## config.mk

```make
export PLATFORM = sky130hd
export DESIGN_NAME = sdram_rr_arbiter
export DESIGN_NICKNAME = d
export VERILOG_FILES = /design/src/rtl/sdram_arb_pkg.sv /design/src/rtl/arb_owner_fifo.sv /design/src/rtl/sdram_rr_arbiter.sv
export SDC_FILE = /design/constraint.sdc
export NUM_CORES = 1
export LEC_CHECK = 0
export ABC_AREA = 1
export CAP_MARGIN = 25
export CORE_AREA = 8 8 112 114
export DETAILED_ROUTE_END_ITERATION = 12
export DIE_AREA = 0 0 120 122
export PLACE_DENSITY_LB_ADDON = 0.25
export SLEW_MARGIN = 10
export SYNTH_ARGS = -nofsm -noshare
export SYNTH_HDL_FRONTEND = slang
export SYNTH_HIERARCHICAL = 1
export SYNTH_SLANG_ARGS = --single-unit
```

## constraint.sdc

```tcl
create_clock -name clk -period 6.05 [get_ports clk]
set_input_delay 1.21 -clock clk [delete_from_list [all_inputs] [get_ports clk]]
set_output_delay 1.21 -clock clk [all_outputs]
set_load 0.03 [all_outputs]
```

## src/rtl/sdram_arb_pkg.sv

```systemverilog
// Shared types for the two-requester SDRAM arbiter.
// Requester identity is a single bit; REQ0/REQ1 name the two values.
package sdram_arb_pkg;

  typedef logic req_id_t;

  localparam req_id_t REQ0 = 1'b0;
  localparam req_id_t REQ1 = 1'b1;

endpackage

```

## src/rtl/arb_owner_fifo.sv

```systemverilog
// Owner FIFO: remembers which requester issued each outstanding read.
// Push and pop may coincide; the count only moves on a lone push or pop.
module arb_owner_fifo
  import sdram_arb_pkg::*;
#(
  parameter  int DEPTH = 4,
  localparam int AW    = $clog2(DEPTH),
  localparam int CW    = AW + 1
) (
  input  logic          clk,
  input  logic          rst_n,
  input  logic          push,
  input  req_id_t       push_id,
  input  logic          pop,
  output req_id_t       head,
  output logic          full,
  output logic          empty,
  output logic [CW-1:0] count
);

  req_id_t         owner_q [DEPTH];
  logic [AW-1:0]   wr_ptr;
  logic [AW-1:0]   rd_ptr;
  logic [CW-1:0]   cnt;
  logic            do_push;
  logic            do_pop;

  assign full    = (cnt == CW'(DEPTH));
  assign empty   = (cnt == '0);
  assign count   = cnt;
  assign head    = owner_q[rd_ptr];
  assign do_push = push & ~full;
  assign do_pop  = pop & ~empty;

  always_ff @(posedge clk or negedge rst_n) begin
    if (!rst_n) begin
      wr_ptr <= '0;
      rd_ptr <= '0;
      cnt    <= '0;
      for (int i = 0; i < DEPTH; i++)
        owner_q[i] <= REQ0;
    end else begin
      if (do_push) begin
        owner_q[wr_ptr] <= push_id;
        wr_ptr          <= wr_ptr + 1'b1;
      end
      if (do_pop)
        rd_ptr <= rd_ptr + 1'b1;
      case ({do_push, do_pop})
        2'b10:   cnt <= cnt + 1'b1;
        2'b01:   cnt <= cnt - 1'b1;
        default: cnt <= cnt;
      endcase
    end
  end

endmodule

```

## src/rtl/sdram_rr_arbiter.sv

```systemverilog
// Round-robin arbiter sharing one Avalon-MM SDRAM port between two masters.
// Read returns are steered back to their issuer via the owner FIFO.
module sdram_rr_arbiter
  import sdram_arb_pkg::*;
#(
  parameter int ADDR_W  = 32,
  parameter int DATA_W  = 32,
  parameter int MAX_OUT = 4
) (
  input  logic              clk,
  input  logic              rst_n,
  input  logic [ADDR_W-1:0] req0_address,
  input  logic              req0_read,
  input  logic              req0_write,
  input  logic [DATA_W-1:0] req0_writedata,
  output logic              req0_waitrequest,
  output logic [DATA_W-1:0] req0_readdata,
  output logic              req0_readdatavalid,
  input  logic [ADDR_W-1:0] req1_address,
  input  logic              req1_read,
  input  logic              req1_write,
  input  logic [DATA_W-1:0] req1_writedata,
  output logic              req1_waitrequest,
  output logic [DATA_W-1:0] req1_readdata,
  output logic              req1_readdatavalid,
  output logic [ADDR_W-1:0] mem_address,
  output logic              mem_read,
  output logic              mem_write,
  output logic [DATA_W-1:0] mem_writedata,
  input  logic              mem_waitrequest,
  input  logic [DATA_W-1:0] mem_readdata,
  input  logic              mem_readdatavalid,
  output logic              err_orphan
);

  localparam int CW = $clog2(MAX_OUT) + 1;

  logic          fifo_full;
  logic          fifo_empty;
  logic [CW-1:0] fifo_count;
  req_id_t       head;
  req_id_t       rr_ptr;
  req_id_t       lock_id;
  req_id_t       gnt;
  logic          lock_v;
  logic          lock_hit;
  logic          gnt_v;
  logic          e0;
  logic          e1;
  logic          s_read;
  logic          s_write;
  logic          accept;
  logic          push;
  logic          pop;

  assign e0 = req0_read ? ~fifo_full : req0_write;
  assign e1 = req1_read ? ~fifo_full : req1_write;

  // a stalled request keeps its grant until accepted
  assign lock_hit = lock_v & (lock_id ? e1 : e0);

  always_comb begin
    gnt_v = rst_n & (e0 | e1);
    gnt   = rr_ptr;
    unique case (1'b1)
      lock_hit:              gnt = lock_id;
      (~lock_hit & e0 & ~e1): gnt = REQ0;
      (~lock_hit & ~e0 & e1): gnt = REQ1;
      default:               gnt = rr_ptr;
    endcase
  end

  assign s_read  = gnt ? req1_read  : req0_read;
  assign s_write = gnt ? req1_write : req0_write;

  assign mem_address   = gnt ? req1_address   : req0_address;
  assign mem_writedata = gnt ? req1_writedata : req0_writedata;
  assign mem_read      = gnt_v & s_read;
  assign mem_write     = gnt_v & s_write & ~s_read;

  assign req0_waitrequest = ~(gnt_v & (gnt == REQ0)) | mem_waitrequest;
  assign req1_waitrequest = ~(gnt_v & (gnt == REQ1)) | mem_waitrequest;

  assign accept = gnt_v & ~mem_waitrequest;
  assign push   = accept & s_read;
  assign pop    = mem_readdatavalid & ~fifo_empty;

  assign req0_readdata      = mem_readdata;
  assign req1_readdata      = mem_readdata;
  assign req0_readdatavalid = pop & (head == REQ0);
  assign req1_readdatavalid = pop & (head == REQ1);

  arb_owner_fifo #(.DEPTH(MAX_OUT)) u_owner_fifo (
    .clk     (clk),
    .rst_n   (rst_n),
    .push    (push),
    .push_id (gnt),
    .pop     (pop),
    .head    (head),
    .full    (fifo_full),
    .empty   (fifo_empty),
    .count   (fifo_count)
  );

  always_ff @(posedge clk or negedge rst_n) begin
    if (!rst_n) begin
      rr_ptr     <= REQ0;
      lock_v     <= 1'b0;
      lock_id    <= REQ0;
      err_orphan <= 1'b0;
    end else begin
      if (accept)
        rr_ptr <= ~gnt;
      lock_v  <= gnt_v & mem_waitrequest;
      lock_id <= gnt;
      if (mem_readdatavalid & fifo_empty)
        err_orphan <= 1'b1;
    end
  end

  a_count_range: assert property (
    @(posedge clk) disable iff (!rst_n) fifo_count <= CW'(MAX_OUT));

endmodule

```

* Word-level counts from Yosys, hierarchy flattened
Cells that the tools add are included.
** Storage, ports and cells
- Register bits :: 15
- Input bits :: 168
- Word-level logic and storage cells :: 75
** Operators by class
- $add $sub $neg :: 4
- Magnitude comparators :: 3
- Equality and inequality tests :: 3
- Muxes and demuxes :: 15
- Bitwise gates (word level) :: 36
- Reductions and logical operators :: 3
** Operators with widths (count)
- two-way mux 32 bit :: 2
- AND 1 bit :: 20
- inverter 1 bit :: 11
- two-way mux 1 bit :: 8
- >= comparator 3 bit (second input constant) :: 2
- inverter 2 -> 3 bit :: 2
- one-hot mux 3 bit (2 select lines) :: 1
- adder 2 x 1 -> 2 bit (second input constant) :: 2
- bitwise mux 4 bit :: 1
- adder 3 x 1 -> 3 bit (second input constant) :: 1
- equality test 3 bit (second input constant) :: 1
- logical NOT 3 bit :: 1
- < comparator 3 x 1 -> 1 bit (second input constant) :: 1
- bitwise OR 1 bit :: 3
- one-hot mux 1 bit (3 select lines) :: 1
- subtractor 3 x 1 -> 3 bit (second input constant) :: 1
- binary-select mux 1 bit (select 2 bit) :: 1
- demux 1 bit (select 2 bit) :: 1
- equality test 2 x 1 -> 1 bit (second input constant) :: 1
- equality test 2 bit (second input constant) :: 1
- nonzero test 2 bit :: 1
- logical AND 1 bit :: 1

* Logic depth before layout (Yosys ltp)
Gate-level depths: netlist of run 1.
- Word-level depth :: 14
- Depth in mapped cells :: 23
- Gate-level depth less buffers :: 21

* By module
Netlist of run 1, hierarchy kept.
** By module, submodules not included
- sdram_rr_arbiter :: instances 1, cells an instance 314, area an instance 1582.8 µm², seq. area each 100.1 µm²
- arb_owner_fifo :: instances 1, cells an instance 83, area an instance 668.1 µm², seq. area each 275.3 µm²

* Least setup slack after synthesis of run 1
No wires, ideal clock.
- Kind :: input to output
- Start :: in req1_read
- End :: out mem_read
- Data arrival time :: 2.320 ns
- Required time :: 4.840 ns
- Path slack :: 2.520 ns
- Stages on the path :: 8
- Cells stage by stage :: nand2_1 -> o21ai_1 -> o21bai_1 -> nand2_2 -> buf_4 -> nand2_1 -> nand2_1 -> nor2_1
** Between the ends
- Cells in the longest elaborated chain, start to end :: 9
** Ends and longest elaborated chain
- start: declaration :: RTL line sdram_rr_arbiter.sv:20 : input logic req1_read,
- two-way mux 1 bit :: RTL line sdram_rr_arbiter.sv:57 : assign e1 = req1_read ? ~fifo_full : req1_write;
- two-way mux 1 bit :: RTL line sdram_rr_arbiter.sv:60 : assign lock_hit = lock_v & (lock_id ? e1 : e0);
- AND 1 bit :: RTL line sdram_rr_arbiter.sv:60
- inverter 1 bit :: RTL line sdram_rr_arbiter.sv:67, sdram_rr_arbiter.sv:68
- AND 1 bit (on tied branches) (2 in a row) :: RTL line sdram_rr_arbiter.sv:68, sdram_rr_arbiter.sv:67
- one-hot mux 1 bit (3 select lines) :: RTL line sdram_rr_arbiter.sv:65 : unique case (1'b1)
- two-way mux 1 bit :: RTL line sdram_rr_arbiter.sv:73 : assign s_read = gnt ? req1_read : req0_read;
- AND 1 bit (*) :: RTL line sdram_rr_arbiter.sv:78 : assign mem_read = gnt_v & s_read;
- end: declaration :: RTL line sdram_rr_arbiter.sv:27 : output logic mem_read,
Every way passes the cells marked *; elsewhere a longest branch is shown, timed or not.

* Worst setup path in the final report of run 1
- Start :: in req1_read
- End :: out mem_address[31]
** Between the ends
- Cells in the longest elaborated chain, start to end :: 8
** Ends and longest elaborated chain
- two-way mux 1 bit (*) :: RTL line sdram_rr_arbiter.sv:57
- two-way mux 1 bit :: RTL line sdram_rr_arbiter.sv:60
- AND 1 bit :: RTL line sdram_rr_arbiter.sv:60
- inverter 1 bit :: RTL line sdram_rr_arbiter.sv:67, sdram_rr_arbiter.sv:68
- AND 1 bit (on tied branches) (2 in a row) :: RTL line sdram_rr_arbiter.sv:68, sdram_rr_arbiter.sv:67
- one-hot mux 1 bit (3 select lines) (*) :: RTL line sdram_rr_arbiter.sv:65
- two-way mux 32 bit (*) :: RTL line sdram_rr_arbiter.sv:76 : assign mem_address = gnt ? req1_address : req0_address;
- end: declaration :: RTL line sdram_rr_arbiter.sv:26 : output logic [ADDR_W-1:0] mem_address,
Marked as above.

==> impl_metrics.tcl, run 1 <==
set metrics [dict create \
    status "completed" \
    leakage_uw 0.00196 \
    die_w_microns 120 \
    layout-drive-gt1-share_pct 4.70 \
    ctsHoldBuffers 0 \
    cp_slowest_cell "clkdlybuf4s50_1" \
    post-dp-hpwl_microns 8630 \
    slew_violations 0 \
    finalHoldViolations 0 \
    area.growth.synth_to_final_pct 76.9 \
    internal-power_uw 698 \
    top_usage_layer "met2" \
    yosys_warnings 6 \
    measured_slew_at_the_worst_slew_check_pin_ns 0.739 \
    critPathArrivalTime_ns 3.50 \
    syn_area_per_cell_sq_um 5.67 \
    comb_power_share_pct 83.3 \
    critical_path_peak_fanout 33 \
    grt_start_max_net_pins 39 \
    cts_post_setup_buffers_inserted 0 \
    grt_antenna_before_repair 1 \
    yosys_most_used_dff "dfrtp_1" \
    power.net_switching_uw 832 \
    power.density_cell_area_nw_per_um2 384 \
    grtUsageMet2_pct 23.1 \
    crit_type "input port to output pin" \
    worst-endpoint-required_ns 4.84 \
    port_buffers 206 \
    vias_after_detailed_routing 2636 \
    worstRegToRegCells 16 \
    synth-seq-area-share_pct 16.7 \
    antennaDiodeCount 0 \
    timing.critical_path.cells "clkdlybuf4s50_1, nand2_1, o21ai_1, nand2_1, nand2_1, nand2_1, nand2_2, buf_4, nand2_1, nand2_1, clkdlybuf4s50_1" \
    most_used_standard_cell_by_instance_count_after_synthesis "nand2_1" \
    worst_path_largest_cell_delay_ns 0.67 \
    cap_violations 0 \
    grtUsageMet3_pct 4.91 \
    sequentialPowerShare_pct 11.4 \
    vdd_ir_drop_max_v 0.000208 \
    cell_repeated_most_along_the_worst_path "nand2_1" \
    setup_viol 0 \
    cts_num_sinks 15 \
    synth_enable_flop_cells 0 \
    postSynthCellCount 397 \
    depth_of_the_worst_hold_timing_path 1 \
    cts_tree "yes" \
    drc_violations_left 0 \
    synth-async-reset-ratio_pct 100 \
    drt_pass1_iterations 6 \
    overflow_after_grt 0 \
    vias_in_the_first_global_route 2644 \
    cp-start-kind "input port" \
    grt_setup_unrepaired "false" \
    cts.root.buffer_cell "clkbuf_8" \
    postCtsResizedCells 0 \
    cell_variety_after_synth 23 \
    grt_pass1_wl_microns 14600 \
    gpl.final_weighted_congestion 0.762 \
    gr-usage-all-layers_pct 12.4 \
    p_clk_share_pct 5.4 \
    top_level_ports 303 \
    crit_cells 11 \
    fin_nets 707 \
    placement.cell_area_sq_um 3940 \
    endpoint_kind "output pin" \
    initial_utilization_pct 21.0 \
    die_height_microns 122 \
    synth_top_cell_area_share_pct 38.9 \
    synth_area_leaders "nand2_1, buf_4, dfrtp_1" \
    reg2reg_from "u_owner_fifo/count[1]" \
    timing.critical_path.max_delay_family "buffers and inverters" \
    final_design_area_no_fill_sq_um 3980 \
    path_clk_slew_ns 0.07 \
    path_buf_inv 3 \
    maxSlewHeadroom_pct 50.5 \
    worst_skew_ns 0.00893 \
    max_freq_mhz 212 \
    avgRoutedWirePerCell_microns 14.8 \
    report.power.total_uw 1530 \
    cts.htree.levels 1 \
    ys_seq_elements 15 \
    clock_latency_at_the_later_pin_of_the_worst_skew_pair_ns 0.25 \
    drt.antenna.violating_nets 0 \
    yosys-top-cells-count "nand2_1, buf_4, inv_1" \
    final_critical_delay_including_setup_and_external_delays_ns 4.71 \
    mappedNetlistArea_sq_um 2250 \
    synth_largest_area_cell "nand2_1" \
    finalWirelength_microns 9960 \
    final.period_utilization_pct 77.8 \
    numCtsBuffers 3 \
    floorplan.rows 38 \
    design.core.area_sq_um 10700 \
    nFillCells 1131 \
    switching_share_pct 54.4 \
    holdCritStartpoint "err_orphan" \
    timing.setup.tns_ns 0 \
    synthesis.nets 571 \
    worst_hold_path_type "register to register" \
    crit_start "req1_read" \
    cts_buffer_depth 2 \
    initialDrtViolationCount 104 \
    via_cell_ratio 3.92 \
    use_met1_pct 13.2 \
    fp.dieArea_sq_um 14600 \
]
==> registers in the layout, indices dropped and copies added (netlist names) <==
name and cells:
rr_ptr 1, u_owner_fifo/count 3, err_orphan 1, u_owner_fifo/owner_q 4
lock_v 1, u_owner_fifo/rd_ptr 2, u_owner_fifo/wr_ptr 2, lock_id 1
==> logic make-up after synthesis <==
group           after synthesis  share of synthesized area [%]
flops                        15                           16.7
xor+xnor                      1                          0.389
compound gates                8                           2.00
buf+inv                     102                           30.6
fa+ha+maj                     6                           3.67
simple gates                265                           46.6
==> cells in the final DEF (no fill, tap or decap), types with 2 or more instances in the layout <==
master,netlist,routed
nand2_2,2,2
buf_4,68,10
nand2_1,233,233
nor2_1,10,10
o21ai_0,5,5
dfrtp_1,15,15
clkbuf_8,0,3
nand3_2,3,3
nand3_1,9,9
inv_2,2,2
buf_12,0,3
inv_1,20,20
ha_1,5,5
nand4_1,5,5
clkdlybuf4s50_1,0,198
==> metal layers <==
metal  up-vias  part of all wire [%]
met3        17                   9.8
met1      1102                    37
met4         2                   1.0
met5         -                  0.20
li1       1400                     -
met2       115                    52
==> layout make-up <==
| type | instances | area, sq um | share of cell area [%] |
|---|---|---|---|
| Tap cell | 140 | 175 | 4.40 |
| Inverter | 22 | 82.6 | 2.07 |
| Clock buffer | 3 | 41.3 | 1.04 |
| Sequential cell | 15 | 375 | 9.43 |
| Multi-Input combinational cell | 280 | 1190 | 29.8 |
| Clock inverter | 1 | 5.00 | 0.126 |
| Timing Repair Buffer | 211 | 2120 | 53.2 |
==> worst reg2reg max path, stage by stage, from the launching register on <==
cell	delay, ns
dfrtp_1	0.40
nor2_2	0.16
nand2_2	0.19
inv_1	0.12
nand2_1	0.07
nand2_1	0.08
o21bai_1	0.17
nand2_2	0.11
buf_4	0.26
nand2_1	0.10
nand2_1	0.09
nor2_1	0.58
nand2_1	0.22
ha_1	0.26
inv_1	0.09
fa_1	0.42
o21ai_0	0.18
==> path summary, 6_finish.rpt <==
check	endpoint	slack, ns
min reg2reg	err_orphan	0.47
max	mem_address[31]	1.34
min	err_orphan	0.47
min in group asynchronous	u_owner_fifo/wr_ptr[0]	1.27
max reg2reg	u_owner_fifo/count[1]	2.48
max in group asynchronous	lock_v	4.59
==> power by group through the flow <==
stage	clock network, uW	logic [uW]	registers, uW
2_1_floorplan	0	866	169
3_3_place_gp	0	1280	175
3_5_place_dp	0	1290	175
4_1_cts	85.4	1300	174
5_1_grt	89.1	1390	180
6_report	81.9	1270	174
==> through the flow <==
stage | util (%) | hold slack (ns) | instances | setup slack, ns
after floorplan | - | 0.436 | 397 | 2.52
after global placement | 36.8 | 0.457 | 668 | 1.33
after detailed placement | 36.8 | 0.460 | 668 | 1.31
after CTS | 37.2 | 0.479 | 672 | 1.31
after global routing | 37.2 | 0.504 | 672 | 1.13
final | 37.2 | 0.474 | 672 | 1.34
Note: power is estimated with default switching activity, not from simulation.
==> inputs of run 2 (changes only) <==
- CORE_AREA: 8 8 112 114 -> unset
- CORE_ASPECT_RATIO: unset -> 0.8
- CORE_MARGIN: unset -> 8
- CORE_UTILIZATION: unset -> 23
- DIE_AREA: 0 0 120 122 -> unset
- clock period: 6.05 -> 4.3 ns (I/O delays scaled with it)
==> run 2 against run 1 <==
Against the previous run:
- worst hold slack worse by 0.015 ns
- utilization is 3.6 points higher
- non-clock buffer count up 1
- flip-flop and latch count is the same
- clock skew fell by 0.0061 ns
- clock-buffer cell count is 1 higher
- critical path depth increased by 2
- power up 44%
- setup slack got worse by 0.69 ns
- highest routed layer is now met4
- combinational power is 39% higher
- cell count down 2.5%
==> impl_metrics.tcl, run 2 (synthesis results as in run 1) <==
set metrics [dict create \
    grtUsageMet2_pct 28.0 \
    drc_violations_left 0 \
    initial_utilization_pct 23.5 \
    grt_start_max_net_pins 45 \
    postCtsResizedCells 0 \
    postLayoutSetupSlackWorst_ns 0.652 \
    cell_repeated_most_along_the_worst_path "nand2_1" \
    measured_slew_at_the_worst_slew_check_pin_ns 0.443 \
    setup_viol 0 \
    vdd_ir_drop_max_v 0.000219 \
    critPathArrivalTime_ns 2.79 \
    die_height_microns 104 \
    maxSlewHeadroom_pct 70.5 \
    floorplan.rows 32 \
    slew_violations 0 \
    worst_hold_path_type "register to register" \
    top_usage_layer "met2" \
    numCtsBuffers 3 \
    fin_nets 708 \
    status "completed" \
    vias_after_detailed_routing 2745 \
    final.period_utilization_pct 84.8 \
    largest-register "u_owner_fifo/owner_q" \
    gpl.final_weighted_congestion 0.765 \
    worst-endpoint-required_ns 3.44 \
    endpoint_kind "output pin" \
    cts_num_sinks 15 \
    finalWirelength_microns 10700 \
    cts_post_setup_buffers_inserted 0 \
    pre_cts_slack_ns 0.576 \
    worst_skew_ns 0.00284 \
    overflow_after_grt 0 \
    leakage_uw 0.00206 \
    drt_pass1_iterations 4 \
    crit_type "input port to output pin" \
    cp_slowest_cell "clkdlybuf4s50_1" \
    cts.htree.levels 1 \
    layout-drive-gt1-share_pct 15.8 \
    max_ffs_per_register 4 \
    design.core.area_sq_um 9570 \
    critical_path_peak_fanout 43 \
    cts.root.buffer_cell "clkbuf_16" \
    finalHoldViolations 0 \
    area.growth.synth_to_final_pct 73.5 \
    final_critical_delay_including_setup_and_external_delays_ns 3.65 \
    worstRegToRegCells 21 \
    cts_buffer_depth 2 \
    vias_in_the_first_global_route 2925 \
    gr-usage-all-layers_pct 15.6 \
    cts_tree "yes" \
    fp.dieArea_sq_um 13200 \
    clock_latency_at_the_later_pin_of_the_worst_skew_pair_ns 0.25 \
    timing.setup.tns_ns 0 \
    drt.antenna.violating_nets 0 \
    port_buffers 206 \
    cp-start-kind "input port" \
    fin_worst_hold_slack_ns 0.459 \
    cap_violations 0 \
    timing.critical_path.cells "clkdlybuf4s50_1, inv_2, nand2_1, nand2_1, nand2_1, nand2_1, nand2_1, nand2_2, inv_2, buf_4, nand2_1, nand2_1, buf_12" \
    max_freq_mhz 274 \
    grt_antenna_before_repair 3 \
    crit_start "req0_read" \
    rr_endpoint "u_owner_fifo/count[2]" \
    initialDrtViolationCount 111 \
    nFillCells 1027 \
    via_cell_ratio 4.19 \
    hold-path-endpoint "err_orphan" \
    final_common_cell "nand2_1" \
    grt_pass1_wl_microns 16400 \
    use_met1_pct 15.3 \
    holdCritStartpoint "err_orphan" \
    layout.cells.most_common_list "nand2_1, clkdlybuf4s50_1, buf_4" \
    avgRoutedWirePerCell_microns 16.4 \
    grt_setup_unrepaired "false" \
    reg2reg_from "u_owner_fifo/count[1]" \
    top_level_ports 303 \
    worst_path_largest_cell_delay_ns 0.52 \
    path_clk_slew_ns 0.05 \
    rrSetupSlack_ns 1.14 \
    die_w_microns 127 \
    power.density_cell_area_nw_per_um2 563 \
    ctsHoldBuffers 0 \
    grtUsageMet3_pct 7.33 \
    post-dp-hpwl_microns 9320 \
    depth_of_the_worst_hold_timing_path 1 \
]
[run 2: cell types whose count changed in the layout (fill, tap and decap cells not counted), sizes merged]
cell,before,now
buf,13,73
clkbuf,3,4
clkdlybuf4s50,198,139
clkinv,1,0
diode,0,3
[run 2: per-layer routing]
layer / wire length (microns) / up-vias
li1: - / 1401
met1: 3790 / 1164
met2: 5400 / 142
met3: 1270 / 38
met4: 271 / 0
met5: 0 / -
[run 2: area by class of cell]
| class | instances | area (sq um) | share of cell area [%] |
|---|---|---|---|
| timing repair buffer | 212 | 2030 | 51.9 |
| multi-input combinational | 280 | 1190 | 30.4 |
| sequential | 15 | 375 | 9.61 |
| tap | 119 | 149 | 3.81 |
| inverter | 22 | 82.6 | 2.11 |
| clock buffer | 4 | 78.8 | 2.02 |
| antenna | 3 | 7.51 | 0.192 |
[run 2: how the worst max path moves through the flow]
stage / slack [ns] / to
finish: 0.65 / mem_writedata[2]
global placement: 0.70 / u_owner_fifo/count[2]
global route: 0.49 / mem_writedata[2]
floorplan: 1.47 / mem_read
CTS: 0.64 / mem_writedata[23]
detailed placement: 0.58 / u_owner_fifo/count[2]
[run 2: power by group]
part	total [uW]	leakage, uW	internal, uW	switching (uW)
Sequential	247	0.000183	201	46.5
Clock	183	0.0000382	126	57.7
Combinational	1770	0.00184	668	1100
[run 2: metrics by stage]
stage	power [uW]	utilization [%]	instances	cell area, sq um
floorplan	1460	-	397	2250
global placement	2030	39.9	648	3820
detailed placement	2040	39.9	648	3820
CTS	2230	40.7	652	3900
global route	2380	40.8	655	3910
finish	2200	40.8	655	3910
[run 2: critical path: cells and delay by family]
| family | cells | cell delay, ns |
|---|---|---|
| buffers and inverters | 5 | 1.15 |
| and+or+nand+nor | 8 | 0.74 |
==> inputs of run 3 (changes only) <==
- CORE_AREA: unset -> 8 8 110 112
- CORE_ASPECT_RATIO: 0.8 -> unset
- CORE_MARGIN: 8 -> unset
- CORE_UTILIZATION: 23 -> unset
- DIE_AREA: unset -> 0 0 118 120
- clock period: 4.3 -> 3.57 ns (I/O delays scaled with it)
==> run 3 against run 2 <==
Against the previous run:
- sequential share of layout area about the same
- utilization is 3.6 points lower
- non-clock buffer count did not move
- via count decreased by 0.69%
- die area up 7.0%
- clock skew fell by 0.0014 ns
- combinational power rose by 21%
- sequential power up 19%
- flip-flop and latch count did not move
- clock power fell by 25%
==> impl_metrics.tcl, run 3 (synthesis results as in run 1) <==
set metrics [dict create \
    max_freq_mhz 299 \
    die_height_microns 120 \
    grtUsageMet3_pct 4.56 \
    timing.critical_path.max_delay_family "buffers and inverters" \
    via_cell_ratio 4.05 \
    path_buf_inv 3 \
    numCtsBuffers 3 \
    layout-drive-gt1-share_pct 15.8 \
    status "completed" \
    vdd_ir_drop_max_v 0.000303 \
    cts_tree "yes" \
    initial_utilization_pct 21.4 \
    path_clk_slew_ns 0.06 \
    measured_slew_at_the_worst_slew_check_pin_ns 0.404 \
    cap_violations 0 \
    timing.setup.tns_ns 0 \
    drt.antenna.violating_nets 0 \
    top_usage_layer "met2" \
    cp-start-kind "input port" \
    layout.cells.most_common_list "nand2_1, clkdlybuf4s50_1, buf_4" \
    power.density_cell_area_nw_per_um2 659 \
    overflow_after_grt 0 \
    grt_setup_unrepaired "false" \
    drt_pass1_iterations 7 \
    critical_path_peak_fanout 6 \
    final_common_cell "nand2_1" \
    worst_hold_path_type "register to register" \
    nFillCells 1156 \
    gr-usage-all-layers_pct 13.7 \
    postLayoutSetupSlackWorst_ns 0.227 \
    drc_violations_left 0 \
    worst_skew_ns 0.00142 \
    finalHoldViolations 0 \
    worst_path_largest_cell_delay_ns 0.69 \
    vias_in_the_first_global_route 2793 \
    fin_worst_hold_slack_ns 0.470 \
    timing.critical_path.cells "clkdlybuf4s50_1, nand2_1, o21ai_1, nand2_1, nand2_1, nand2_1, nand2_2, inv_2, nand2_1, clkdlybuf4s50_1" \
    cts_buffer_depth 2 \
    maxSlewHeadroom_pct 73.1 \
    crit_type "input port to output pin" \
    critPathArrivalTime_ns 2.63 \
    avgRoutedWirePerCell_microns 15.5 \
    floorplan.rows 38 \
    leakage_uw 0.00205 \
    grtUsageMet2_pct 26.2 \
    cts_num_sinks 15 \
    area.growth.synth_to_final_pct 73.6 \
    max_ffs_per_register 4 \
    largest-register "u_owner_fifo/owner_q" \
    depth_of_the_worst_hold_timing_path 1 \
    die_w_microns 118 \
    slew_violations 0 \
    final_critical_delay_including_setup_and_external_delays_ns 3.34 \
    finalWirelength_microns 10400 \
    design.core.area_sq_um 10500 \
    fin_nets 708 \
    use_met1_pct 14.9 \
    final.period_utilization_pct 93.6 \
    crit_cells 10 \
    grt_pass1_wl_microns 15800 \
    cell_repeated_most_along_the_worst_path "nand2_1" \
    port_buffers 206 \
    ctsHoldBuffers 0 \
    vias_after_detailed_routing 2726 \
    cts_post_setup_buffers_inserted 0 \
    antennaDiodeCount 0 \
    clock_latency_at_the_later_pin_of_the_worst_skew_pair_ns 0.24 \
    cp_slowest_cell "clkdlybuf4s50_1" \
    worst-endpoint-required_ns 2.86 \
    grt_antenna_before_repair 0 \
    initialDrtViolationCount 128 \
    post-dp-hpwl_microns 8960 \
    worstRegToRegCells 15 \
    endpoint_kind "output pin" \
    grt_start_max_net_pins 43 \
    postCtsResizedCells 0 \
    setup_viol 0 \
    pre_cts_slack_ns 0.231 \
    gpl.final_weighted_congestion 0.784 \
    cts.root.buffer_cell "clkbuf_8" \
    cts.htree.levels 1 \
    top_level_ports 303 \
    fp.dieArea_sq_um 14200 \
]
==> run 3: changes by cell type in the layout (fill, tap and decap cells not counted), sizes merged <==
cell           change
diode              -3
clkbuf             -1
clkinv             +1
buf                -1
clkdlybuf4s50      +1
==> run 3: final timing paths <==
check                                       from                       to  slack (ns)
setup / recovery                       req1_read         req1_waitrequest        0.23
hold / removal                        err_orphan               err_orphan        0.47
setup reg to reg           u_owner_fifo/count[1]    u_owner_fifo/count[1]        0.79
hold reg to reg                       err_orphan               err_orphan        0.47
max in group asynchronous                  rst_n    u_owner_fifo/count[0]        2.53
min in group asynchronous                  rst_n  u_owner_fifo/owner_q[0]        0.86
==> run 3: area by class of cell <==
type / instances / area (sq um) / area share [%]
well taps: 140 / 175 / 4.48
multi-input cells: 280 / 1190 / 30.4
inverters: 22 / 82.6 / 2.11
repair buffers: 212 / 2040 / 52.3
clock inverters: 1 / 5.00 / 0.128
clock buffers: 3 / 41.3 / 1.06
flip-flops and latches: 15 / 375 / 9.61
==> run 3: metal layers <==
layer / vias to the layer above / share of wire, % / routed length [microns]
met2: 135 / 54 / 5650
met4: 0 / 0.28 / 29
met5: - / 0 / 0
met1: 1188 / 37 / 3870
met3: 6 / 8.3 / 862
li1: 1397 / - / -
==> run 3: report_power, final <==
group | leakage [uW] | switching [uW] | internal (uW) | total, uW
Combinational | 0.00184 | 1320 | 821 | 2140
Sequential | 0.000183 | 54.1 | 241 | 295
Clock | 0.0000255 | 61.0 | 77.1 | 138
==> run 3: per-stage QoR <==
| stage | util, % | power (uW) | area [sq um] | cells |
|---|---|---|---|---|
| final | 37.2 | 2570 | 3910 | 673 |
| after global routing | 37.2 | 2790 | 3910 | 673 |
| after CTS | 37.2 | 2610 | 3910 | 673 |
| after detailed placement | 36.7 | 2460 | 3860 | 669 |
| after global placement | 36.7 | 2440 | 3860 | 669 |
| after floorplan | - | 1750 | 2250 | 397 |
